File: src/rtl/alu_sequencer.sv
// alu_sequencer: four-cycle control unit driving the register-file/ALU datapath from 16-bit instructions
module alu_sequencer #(
    parameter int DATA_W  = 32,
    parameter int REG_AW  = 4,
    parameter int COUNT_W = 16
) (
    input  logic               clk,
    input  logic               reset,
    input  logic               instr_valid,
    output logic               instr_ready,
    input  logic [15:0]        instr,
    output logic [3:0]         ALUControl,
    output logic [REG_AW-1:0]  readReg1,
    output logic [REG_AW-1:0]  readReg2,
    output logic [REG_AW-1:0]  writeReg,
    output logic [DATA_W-1:0]  writeData,
    output logic               writeEnable,
    input  logic [DATA_W-1:0]  ALUResult,
    input  logic               Zero,
    output logic               zero_flag,
    output logic               done,
    output logic               illegal,
    output logic [COUNT_W-1:0] instr_count
);
    typedef enum logic [1:0] {IDLE, DECODE, EXEC, WB} state_t;

    state_t      state, next;
    logic [15:0] ir;
    logic        zero_cap;
    logic [3:0]  op;
    logic        is_alu, is_ldi, is_cmp, is_nop, is_ill, accept;

    assign op     = ir[15:12];
    assign is_alu = ~op[3];
    assign is_ldi = op == 4'h8;
    assign is_cmp = op == 4'h9;
    assign is_nop = op == 4'hF;
    assign is_ill = op[3] & ~is_ldi & ~is_cmp & ~is_nop;
    assign accept = instr_valid & instr_ready;

    // State register; reset discards any in-flight instruction
    always_ff @(posedge clk or negedge reset) begin
        if (!reset) state <= IDLE;
        else        state <= next;
    end

    // Fixed DECODE -> EXEC -> WB walk once an instruction is accepted
    always_comb begin
        next        = state;
        instr_ready = 1'b0;
        case (state)
            IDLE: begin
                instr_ready = 1'b1;
                next        = instr_valid ? DECODE : IDLE;
            end
            DECODE: next = EXEC;
            EXEC:   next = WB;
            default: next = IDLE;
        endcase
    end

    // Datapath controls: sources and ALU op set at accept, result captured at end of EXEC, commit during WB
    always_ff @(posedge clk or negedge reset) begin
        if (!reset) begin
            ir          <= '0;
            zero_cap    <= 1'b0;
            ALUControl  <= '0;
            readReg1    <= '0;
            readReg2    <= '0;
            writeReg    <= '0;
            writeData   <= '0;
            writeEnable <= 1'b0;
            zero_flag   <= 1'b0;
            done        <= 1'b0;
            illegal     <= 1'b0;
            instr_count <= '0;
        end else begin
            if (accept) begin
                ir         <= instr;
                readReg1   <= REG_AW'(instr[7:4]);
                readReg2   <= REG_AW'(instr[3:0]);
                ALUControl <= !instr[15] ? instr[15:12] : instr[15:12] == 4'h9 ? 4'h1 : ALUControl;
            end
            if (state == EXEC) begin
                zero_cap    <= Zero;
                writeReg    <= REG_AW'(ir[11:8]);
                writeData   <= is_ldi ? DATA_W'(ir[7:0]) : is_alu ? ALUResult : writeData;
                writeEnable <= is_alu | is_ldi;
                done        <= 1'b1;
                illegal     <= is_ill;
            end
            if (state == WB) begin
                writeEnable <= 1'b0;
                done        <= 1'b0;
                illegal     <= 1'b0;
                zero_flag   <= (is_alu | is_cmp) ? zero_cap : zero_flag;
                instr_count <= is_ill ? instr_count : instr_count + 1'b1;
            end
        end
    end
endmodule
File: config.mk
export PLATFORM = sky130hd
export DESIGN_NAME = alu_sequencer
export DESIGN_NICKNAME = d
export VERILOG_FILES = /design/src/rtl/alu_sequencer.sv
export SDC_FILE = /design/constraint.sdc
export NUM_CORES = 1
export LEC_CHECK = 0
export CAP_MARGIN = 10
export CORE_MARGIN = 2
export CORE_UTILIZATION = 44
export DETAILED_ROUTE_END_ITERATION = 10
export PLACE_DENSITY_LB_ADDON = 0.3
export SLEW_MARGIN = 10
export SYNTH_ARGS = -nofsm -noshare
export SYNTH_HDL_FRONTEND = slang
export SYNTH_SLANG_ARGS = --single-unit
File: constraint.sdc
create_clock -name clk -period 2 [get_ports clk]
set_clock_uncertainty 0.2 [all_clocks]
set_input_delay 0.3 -clock clk [delete_from_list [all_inputs] [get_ports clk]]
set_output_delay 0.3 -clock clk [all_outputs]
set_load 0.005 [all_outputs]
==> results.yml <==
layout:
  fin_util: 0.662
  diodes: 0
  drive_above_1_share: 0.143
  finalNetCount: 428
  syn_to_final_growth_pct: 47.1
  nFillCells: 565
clock_network:
  cts_tree: "yes"
  path_clk_slew_ns: 0.08
  root_buffer: "clkbuf_8"
  clock_latency_ns: 0.35
  cts.sinks: 78
  clockBufferDepth: 2
  cts_buffers: 9
  h-tree-depth: 3
die:
  core_um2: 7180
  die_w_um: 89.7
  die_h_um: 89.7
  die_area_um2: 8040
  fp-row-count: 31
  initial_utilization: 0.450
  ios: 121
global_route:
  grt_pass1_vias: 2439
  grtUsageTotal: 0.190
  antenna_found_initial: 0
  grt_max_degree: 79
  grt_pass1_wl_um: 11600
  grt_overflow_total: 0
critical_path:
  r2r_cells: 6
  crit_arrival_ns: 1.93
  crit_path_start_kind: "flip-flop"
  r2r_slack_ns: 0.15
  r2r_end: "instr_count[10]"
  crit_type: "reg -> reg"
  path_max_fanout: 4
  crit_path_end_kind: "flip-flop"
  required_ns: 2.08
  r2r_start: "state[0]"
yosys:
  avgSynthCellArea_um2: 12.8
  syn_area_um2: 3230
  syn_nets: 309
  synth_top_area_cell: "dfrtp_1"
  yosysTopAreaCellShare: 0.604
  synth_area_leaders: "dfrtp_1 (60%), mux2_2 (7.7%), a32o_1 (7.4%)"
  ys_seq_area_frac: 0.604
  synthDistinctLibCells: 28
  ys_seq_elements: 78
  synth_warnings: 0
  syn_inst: 253
timing:
  hold_viol_final: 0
  finalWorstSetupSlack_ns: 0.147
  rsz0062_at_grt: "no"
  final.min_clock_period_ns: 1.85
  tns_ns: 0
  setup_viol: 0
  drv_slew: 0
  max_freq_mhz: 540
  fin_crit_sh: 0.927
drt:
  first_pass_iters: 4
  drc_errors: 0
  wirelength_um: 7470
  viasPerCell: 5.07
  avgRoutedWirePerCell_um: 15.7
  drt-initial-drc-count: 93
  ant_nets: 0
  vias: 2412
min_path:
  min_delay_path_depth: 1
  hp-start: "instr_count[15]"
  holdPathEnd: "instr_count[15]"
  hold_path_class: "reg -> reg"
placement:
  io_buffers: 119
  hpwl_um: 5140
  dp_slack_ns: 0.202
  gp_congestion: 0.747
power_and_ir_drop:
  leakagePower_nw: 2.11
  ir_drop_mv: 0.779
  powerDensity_nw_per_um2: 1460
run:
  drv_cap: 0
outcome:
  status: "completed"
==> area by class of cell <==
cell class | instances | area [um^2] | area share
flip-flops and latches | 78 | 1950 | 0.411
well taps | 99 | 124 | 0.0261
clock inverters | 4 | 70.1 | 0.0147
clock buffers | 12 | 145 | 0.0305
repair buffers | 130 | 1300 | 0.273
inverters | 5 | 18.8 | 0.00395
multi-input cells | 148 | 1140 | 0.241
==> kinds of logic (layout without fill, tap and decap cells) <==
| group | Yosys count | count (layout) | share of synthesized area |
|---|---|---|---|
| xor+xnor | 15 | 15 | 0.0407 |
| flops | 78 | 78 | 0.604 |
| fa+ha+maj | 4 | 4 | 0.0155 |
| mux | 31 | 31 | 0.105 |
| buf+inv | 27 | 151 | 0.0434 |
| compound gates | 48 | 48 | 0.118 |
| simple gates | 49 | 49 | 0.0724 |
| other cells | 1 | 1 | 0.00116 |
==> power breakdown <==
group	leakage, nW	total (mW)	internal, mW	switching, mW
clock	0.110	1.29	0.734	0.554
combinational	1.02	3.00	1.82	1.18
sequential	0.972	2.67	2.25	0.422
==> timing repair <==
| item | 4_1_cts | 5_1_grt |
|---|---|---|
| hold buffers | 1 | 0 |
| resized for setup | 3 | 0 |
| buffers inserted | 2 | 0 |
| endpoints found under the setup margin | 1 | 0 |
| endpoints found under the hold margin | 78 | 0 |
==> cell usage in the layout, fill, tap and decap left out, types with 7 or more instances in the layout <==
| master | netlist | layout |
|---|---|---|
| clkdlybuf4s50_1 | 0 | 117 |
| mux2i_1 | 9 | 9 |
| o21ai_0 | 10 | 10 |
| nand3_1 | 7 | 7 |
| and3_1 | 7 | 7 |
| buf_4 | 9 | 9 |
| a32o_1 | 24 | 24 |
| dfrtp_1 | 78 | 78 |
| nand2_1 | 18 | 18 |
| clkbuf_8 | 0 | 10 |
| xnor2_1 | 8 | 8 |
| mux2_2 | 22 | 22 |
| nor2_1 | 8 | 8 |
| xor2_1 | 7 | 7 |
==> sequential cells by signal (all words and copies together) (netlist names) <==
name,count
writeData,32
ALUControl,3
writeEnable,1
readReg1,3
illegal,1
state,2
instr_count,16
done,1
readReg2,3
writeReg,4
zero_cap,1
zero_flag,1
ir,10
==> through the flow <==
| stage | total power, mW | instance area, um^2 | hold WS [ns] | cells |
|---|---|---|---|---|
| 4_1_cts | 7.03 | 4750 | 0.276 | 476 |
| 2_1_floorplan | 4.12 | 3230 | -0.196 | 253 |
| 5_1_grt | 7.43 | 4750 | 0.310 | 476 |
| 3_5_place_dp | 5.70 | 4510 | 0.156 | 457 |
| 3_3_place_gp | 5.58 | 4510 | 0.154 | 457 |
| 6_report | 6.95 | 4750 | 0.272 | 476 |
==> metal layers <==
metal | track usage | vias up | share of wire
met4 | 0.0787 | 0 | 0.020
li1 | - | 1143 | -
met5 | 0 | - | 0
met2 | 0.317 | 67 | 0.50
met3 | 0.0384 | 11 | 0.051
met1 | 0.241 | 1191 | 0.43
==> critical path, stage by stage, from the launching register on <==
cell and delay [ns]:
dfrtp_1 0.36, buf_4 0.12, ha_1 0.18, nand4_1 0.14
a211oi_2 0.39, and3_1 0.24, xor2_1 0.14
==> cell usage after synthesis, drive strengths merged <==
library cell  count
dfrtp            78
a32o             24
mux2             22
nand2            18
buf              14
o21ai            14
mux2i             9
clkbuf            8
nor2              8
xnor2             8
and3              7
nand3             7
xor2              7
a21oi             6
inv               5
nand4             5
ha                4
a211oi            2
nand2b            2
and4              1
conb              1
nor3              1
o21a              1
o31ai             1
==> worst max path at each step <==
stage                   start               to  slack [ns]
2_1_floorplan        state[0]      writeReg[0]        0.25
3_3_place_gp           ir[13]  instr_count[10]        0.28
3_5_place_dp           ir[13]  instr_count[10]        0.20
4_1_cts        instr_count[5]   instr_count[5]        0.14
5_1_grt                ir[13]     writeData[1]        0.03
6_report             state[0]  instr_count[10]        0.15
(Power assumes the default switching activity.)
==> RTL change 1 (same flow settings) <==
Put one more register stage on the output `instr_count`, with the module's reset. The value now appears one clock later. The other outputs are not delayed to match.
--- a/src/rtl/alu_sequencer.sv
+++ b/src/rtl/alu_sequencer.sv
@@ -24,4 +24,6 @@
 );
     typedef enum logic [1:0] {IDLE, DECODE, EXEC, WB} state_t;
+
+    logic [COUNT_W-1:0] instr_count_s0;
 
     state_t      state, next;
@@ -74,5 +76,5 @@
             done        <= 1'b0;
             illegal     <= 1'b0;
-            instr_count <= '0;
+            instr_count_s0 <= '0;
         end else begin
             if (accept) begin
@@ -95,7 +97,15 @@
                 illegal     <= 1'b0;
                 zero_flag   <= (is_alu | is_cmp) ? zero_cap : zero_flag;
-                instr_count <= is_ill ? instr_count : instr_count + 1'b1;
+                instr_count_s0 <= is_ill ? instr_count_s0 : instr_count_s0 + 1'b1;
             end
         end
     end
+    always_ff @(posedge clk or negedge reset) begin
+        if (!reset) begin
+            instr_count <= '0;
+        end else begin
+            instr_count <= instr_count_s0;
+        end
+    end
+
 endmodule
Behaviour: not the same (Yosys sat finds a counterexample within 10 cycles, from zero or initial values and one cycle with reset low).
==> RTL change 1 against the unedited design <==
Synthesized cell count increased by 8.3%. Area after synthesis grew 13%. Cell area rose by 9.1%. Setup slack gained 0.064 ns. Power is 3.7% higher. Cell count up 5.9%. Global-route usage down 0.67 points. Sequential cell count up 16. Wire length increased by 6.9%. Critical endpoint is now readReg2[0].
==> RTL change 1: results <==
# TYPE chip_impl_metric gauge
chip_impl_metric{name="clkTransAtPathRegs",unit="ns"} 0.09
chip_impl_metric{name="grt_first_pass_wirelength",unit="µm"} 12700
chip_impl_metric{name="total_global_routing_track_utilization",unit="%"} 18.30
chip_impl_metric{name="reg2reg_slack",unit="ns"} 0.23
chip_impl_info{name="timing.hold.worst.class",value="flip-flop to flip-flop"} 1
chip_impl_info{name="netlist_top_cells_area",value="sky130_fd_sc_hd__dfrtp_1 64%, sky130_fd_sc_hd__mux2_2 6.8%, sky130_fd_sc_hd__a32o_1 6.6%, sky130_fd_sc_hd__mux2i_1 2.5%, sky130_fd_sc_hd__xor2_1 1.9%"} 1
chip_impl_metric{name="synth_seq_area_share",unit="%"} 64.30
chip_impl_info{name="critical-path-slowest-cell",value="sky130_fd_sc_hd__clkdlybuf4s50_1"} 1
chip_impl_metric{name="timing.critical_path.fanout_max",unit=""} 3
chip_impl_metric{name="finalWeightedCongestion",unit=""} 0.7638
chip_impl_info{name="worst_path_dominant_cell_family",value="buffers and inverters"} 1
chip_impl_metric{name="insertedDiodeCount",unit=""} 0
chip_impl_metric{name="layout_fillers",unit=""} 659
chip_impl_info{name="status",value="finished, final reports clean"} 1
chip_impl_metric{name="initialDrtViolationCount",unit=""} 92
chip_impl_metric{name="power.ir.vdd_worst",unit="mV"} 0.6063
chip_impl_metric{name="dpl.hpwl",unit="µm"} 5581
chip_impl_metric{name="cpPeakStageDelay",unit="ns"} 0.55
chip_impl_metric{name="asyncSetResetFlopFracSynth",unit="%"} 100.0
chip_impl_metric{name="grt_start_max_net_pins",unit=""} 42
chip_impl_metric{name="drive_above_1_share",unit="%"} 14.54
chip_impl_metric{name="clock_network_latency_to_the_later_pin_of_the_worst_skew_pair",unit="ns"} 0.35
chip_impl_metric{name="buffer_ports.inserted",unit=""} 119
chip_impl_info{name="top_regs",value="writeData x32, instr_count x16, instr_count_s0 x16"} 1
chip_impl_metric{name="die_width",unit="µm"} 95.19
chip_impl_metric{name="vias",unit=""} 2582
chip_impl_info{name="yosys-top-cells-count",value="94 x sky130_fd_sc_hd__dfrtp_1, 24 x sky130_fd_sc_hd__a32o_1, 22 x sky130_fd_sc_hd__mux2_2"} 1
chip_impl_metric{name="slew_headroom",unit="%"} 65.18
chip_impl_metric{name="cts.path.max_buffers",unit=""} 2
chip_impl_metric{name="route.final.wire_length",unit="µm"} 7985
chip_impl_metric{name="synth.distinct_cells",unit=""} 30
chip_impl_metric{name="final_nets",unit=""} 452
chip_impl_metric{name="leakagePower",unit="nW"} 2.297
chip_impl_metric{name="placedInstanceArea",unit="µm²"} 4980
chip_impl_metric{name="postSynthNetCount",unit=""} 330
chip_impl_metric{name="critical_path_arrival",unit="ns"} 1.29
==> RTL change 1: cell count changes after synthesis, sizes merged, moves of 4 or more <==
| cell | change |
|---|---|
| dfrtp | +16 |
| nor3 | +8 |
| inv | +7 |
| and3 | -6 |
| nand3 | -4 |
| nor2 | +4 |
==> RTL change 1: per-stage QoR <==
stage,worst slack (ns),hold WS [ns],total power (W),util (%),std cells
after floorplan,0.2925,-0.1956,0.004525,-,274
after global placement,0.2861,0.1127,0.006029,61.22,486
final,0.2112,0.2101,0.007207,63.73,504
after CTS,0.1784,0.2061,0.007303,63.73,504
after global routing,0.04466,0.2081,0.007726,63.73,504
after detailed placement,0.2112,0.1162,0.006130,61.22,486
==> RTL change 1: path summary, 6_finish.rpt <==
| check | depth (start not counted) | endpoint | start |
|---|---|---|---|
| min reg2reg | 0 | instr_count[14]$_DFF_PN0_ | instr_count_s0[14]$_DFFE_PN0P_ |
| max | 1 | readReg2[0] | readReg2[0]$_DFFE_PN0P_ |
| min | 0 | instr_count[14]$_DFF_PN0_ | instr_count_s0[14]$_DFFE_PN0P_ |
| max in group asynchronous | 3 | readReg1[1]$_DFFE_PN0P_ | reset |
| max reg2reg | 6 | instr_count_s0[15]$_DFFE_PN0P_ | state[1]$_DFF_PN0_ |
| min in group asynchronous | 2 | instr_count[3]$_DFF_PN0_ | reset |
==> RTL change 1: routing by layer <==
layer | global-route usage, % | up-vias | routed length [µm]
met5 | 0 | - | 0
met4 | 5.314 | 0 | 67
met3 | 5.375 | 10 | 573
met2 | 29.52 | 77 | 3932
met1 | 24.11 | 1290 | 3411
li1 | - | 1205 | -
==> RTL change 1: logic make-up after synthesis <==
family	count (synthesis)	synth area share [%]
compound gates	47	10.64
xor+xnor	15	3.591
fa+ha+maj	4	1.368
buf+inv	32	4.309
flops	94	64.30
mux	31	9.234
other cells	1	0.1025
simple gates	50	6.463
==> RTL change 1: final cells by class <==
class                           count  area share [%]
Clock buffer                       10           2.655
Clock inverter                      4          0.6276
Inverter                           12          0.8689
Multi-Input combinational cell    148           22.28
Sequential cell                    94           45.38
Tap cell                          105           2.534
Timing Repair Buffer              131           25.66
==> RTL change 1: timing repair <==
item,CTS,global route
hold endpoints to repair,38,0
resized for setup,3,0
setup buffers,3,0
endpoints found under the setup margin,1,0
hold buffers,1,0
==> RTL change 1: where the power goes <==
part           switching, W  internal, W
registers          0.000456      0.00261
logic               0.00118      0.00185
clock network      0.000630     0.000479
==> RTL change 2 (same flow settings) <==
Made on the original files. Change the parameter `DATA_W` from 32 to 28.
--- a/src/rtl/alu_sequencer.sv
+++ b/src/rtl/alu_sequencer.sv
@@ -1,5 +1,5 @@
 // alu_sequencer: four-cycle control unit driving the register-file/ALU datapath from 16-bit instructions
 module alu_sequencer #(
-    parameter int DATA_W  = 32,
+    parameter int DATA_W  = 28,
     parameter int REG_AW  = 4,
     parameter int COUNT_W = 16
Ports: changed (resized ALUResult and writeData); port bits go from 121 to 113. The function was not compared with the original's and may differ.
==> RTL change 2 against the unedited design <==
Cell area is 3.3% lower. Sequential cell count shrank 4. Power decreased by 3.0%. Sequential power down 5%. Global-route usage decreased by 0.14 points. Area after synthesis is 3.6% lower. Worst hold slack worse by 0.00089 ns. Wire length down 6.2%. Via count decreased by 4.1%. Setup slack lost 0.0097 ns. Highest routed layer unchanged.
==> RTL change 2: results <==
# TYPE chip_impl_metric gauge
chip_impl_info{name="status",value="finished, final reports clean"} 1
chip_impl_metric{name="cpPeakStageDelay",unit="ns"} 0.55
chip_impl_info{name="critical-path-slowest-cell",value="sky130_fd_sc_hd__clkdlybuf4s50_1"} 1
chip_impl_metric{name="synth_fa_ha_area_share",unit="%"} 1.607
chip_impl_metric{name="multi_input_gate_count",unit=""} 149
chip_impl_metric{name="met1_usage",unit="%"} 23.99
chip_impl_metric{name="grt_first_pass_wirelength",unit="µm"} 11070
chip_impl_metric{name="critical_path_arrival",unit="ns"} 1.36
chip_impl_metric{name="seq_cell_count",unit=""} 74
chip_impl_metric{name="postSynthNetCount",unit=""} 301
chip_impl_metric{name="power.ir.vdd_worst",unit="mV"} 0.8524
chip_impl_metric{name="preCtsSetupSlack",unit="ns"} 0.2497
chip_impl_metric{name="dpl.hpwl",unit="µm"} 4959
chip_impl_metric{name="synth.distinct_cells",unit=""} 30
chip_impl_metric{name="clock_area_share",unit="%"} 5.501
chip_impl_metric{name="bufAreaShareNonClock",unit="%"} 26.25
chip_impl_metric{name="layout_fillers",unit=""} 567
chip_impl_metric{name="buffer_ports.inserted",unit=""} 111
chip_impl_metric{name="synth-xor-area-share",unit="%"} 4.219
chip_impl_metric{name="finalWeightedCongestion",unit=""} 0.7303
chip_impl_metric{name="multi_input_comb_area",unit="µm²"} 1137
chip_impl_metric{name="grt_pass1_vias",unit=""} 2220
chip_impl_metric{name="drive_above_1_share",unit="%"} 14.48
chip_impl_metric{name="swShare",unit="%"} 30.17
chip_impl_metric{name="drt-pass1-iter-count",unit=""} 5
chip_impl_metric{name="leakagePower",unit="nW"} 2.025
chip_impl_info{name="timing.hold.worst.class",value="input port to asynchronous set/reset pin"} 1
chip_impl_metric{name="yosys-mux-area-fraction",unit="%"} 10.49
chip_impl_info{name="top_regs",value="writeData x28, instr_count x16, ir x10"} 1
chip_impl_metric{name="compound_cell_area_share_of_the_yosys_netlist",unit="%"} 11.53
chip_impl_metric{name="initialDrtViolationCount",unit=""} 88
chip_impl_metric{name="vias_per_cell",unit=""} 5.006
chip_impl_metric{name="total_global_routing_track_utilization",unit="%"} 18.83
chip_impl_metric{name="met3_usage_in_global_routing",unit="%"} 4.147
chip_impl_metric{name="layout.non_clock_inverters",unit=""} 7
==> RTL change 2: cell count changes in the layout (fill, tap and decap cells not counted), moves of 3 or more <==
cell | before | now
sky130_fd_sc_hd__dfrtp_1 | 78 | 74
sky130_fd_sc_hd__nand2_1 | 18 | 23
sky130_fd_sc_hd__clkdlybuf4s50_1 | 117 | 109
sky130_fd_sc_hd__o21ai_1 | 3 | 0
sky130_fd_sc_hd__nor3_1 | 1 | 6
sky130_fd_sc_hd__nor2_1 | 8 | 12
sky130_fd_sc_hd__nand3_1 | 7 | 3
sky130_fd_sc_hd__and3_1 | 7 | 1
sky130_fd_sc_hd__o21ai_0 | 10 | 14
sky130_fd_sc_hd__a32o_1 | 24 | 20
==> RTL change 2: repair_timing <==
| item | in CTS | in global routing |
|---|---|---|
| hold endpoints to repair | 37 | 0 |
| pin swaps | 0 | 0 |
| hold buffers | 1 | 0 |
| endpoints found under the setup margin | 1 | 1 |
| resized for setup | 4 | 1 |
| buffers inserted | 0 | 1 |
==> RTL change 2: power by group through the flow <==
| stage | combinational [W] | clock (W) | sequential [W] |
|---|---|---|---|
| 3_3_place_gp | 0.00271 | 0 | 0.00254 |
| 5_1_grt | 0.00303 | 0.00154 | 0.00262 |
| 2_1_floorplan | 0.00137 | 0 | 0.00254 |
| 3_5_place_dp | 0.00277 | 0 | 0.00257 |
| 6_report | 0.00277 | 0.00143 | 0.00254 |
| 4_1_cts | 0.00281 | 0.00148 | 0.00255 |
==> RTL change 2: logic make-up after synthesis <==
group | after synthesis
fa+ha+maj | 4
xor+xnor | 15
mux | 30
simple gates | 55
buf+inv | 26
flops | 74
compound gates | 44
other cells | 1
==> RTL change 2: metal layers <==
layer,up-vias,part of all wire (%),routed length [µm]
met2,66,51,3558
li1,1106,-,-
met4,0,1.3,89
met5,-,0,0
met3,8,4.3,304
met1,1133,44,3051
==> RTL change 2: final timing paths <==
| check | start | end | slack, ns | cells past startpoint |
|---|---|---|---|---|
| max | instr_count[3]$_DFFE_PN0P_ | instr_count[3] | 0.14 | 1 |
| min | reset | ir[11]$_DFFE_PN0P_ | 0.27 | 2 |
| max reg2reg | ir[13]$_DFFE_PN0P_ | writeData[5]$_DFFE_PN0P_ | 0.23 | 4 |
| min reg2reg | writeData[0]$_DFFE_PN0P_ | writeData[0]$_DFFE_PN0P_ | 0.28 | 2 |
| max in group asynchronous | reset | writeData[9]$_DFFE_PN0P_ | 0.76 | 3 |
| min in group clk | writeData[0]$_DFFE_PN0P_ | writeData[0]$_DFFE_PN0P_ | 0.28 | 2 |
==> RTL change 2: stage by stage <==
step / cells / instance area [µm²]
final: 462 / 4594
after global routing: 462 / 4594
after CTS: 461 / 4584
after detailed placement: 444 / 4309
after global placement: 444 / 4309
after floorplan: 249 / 3114
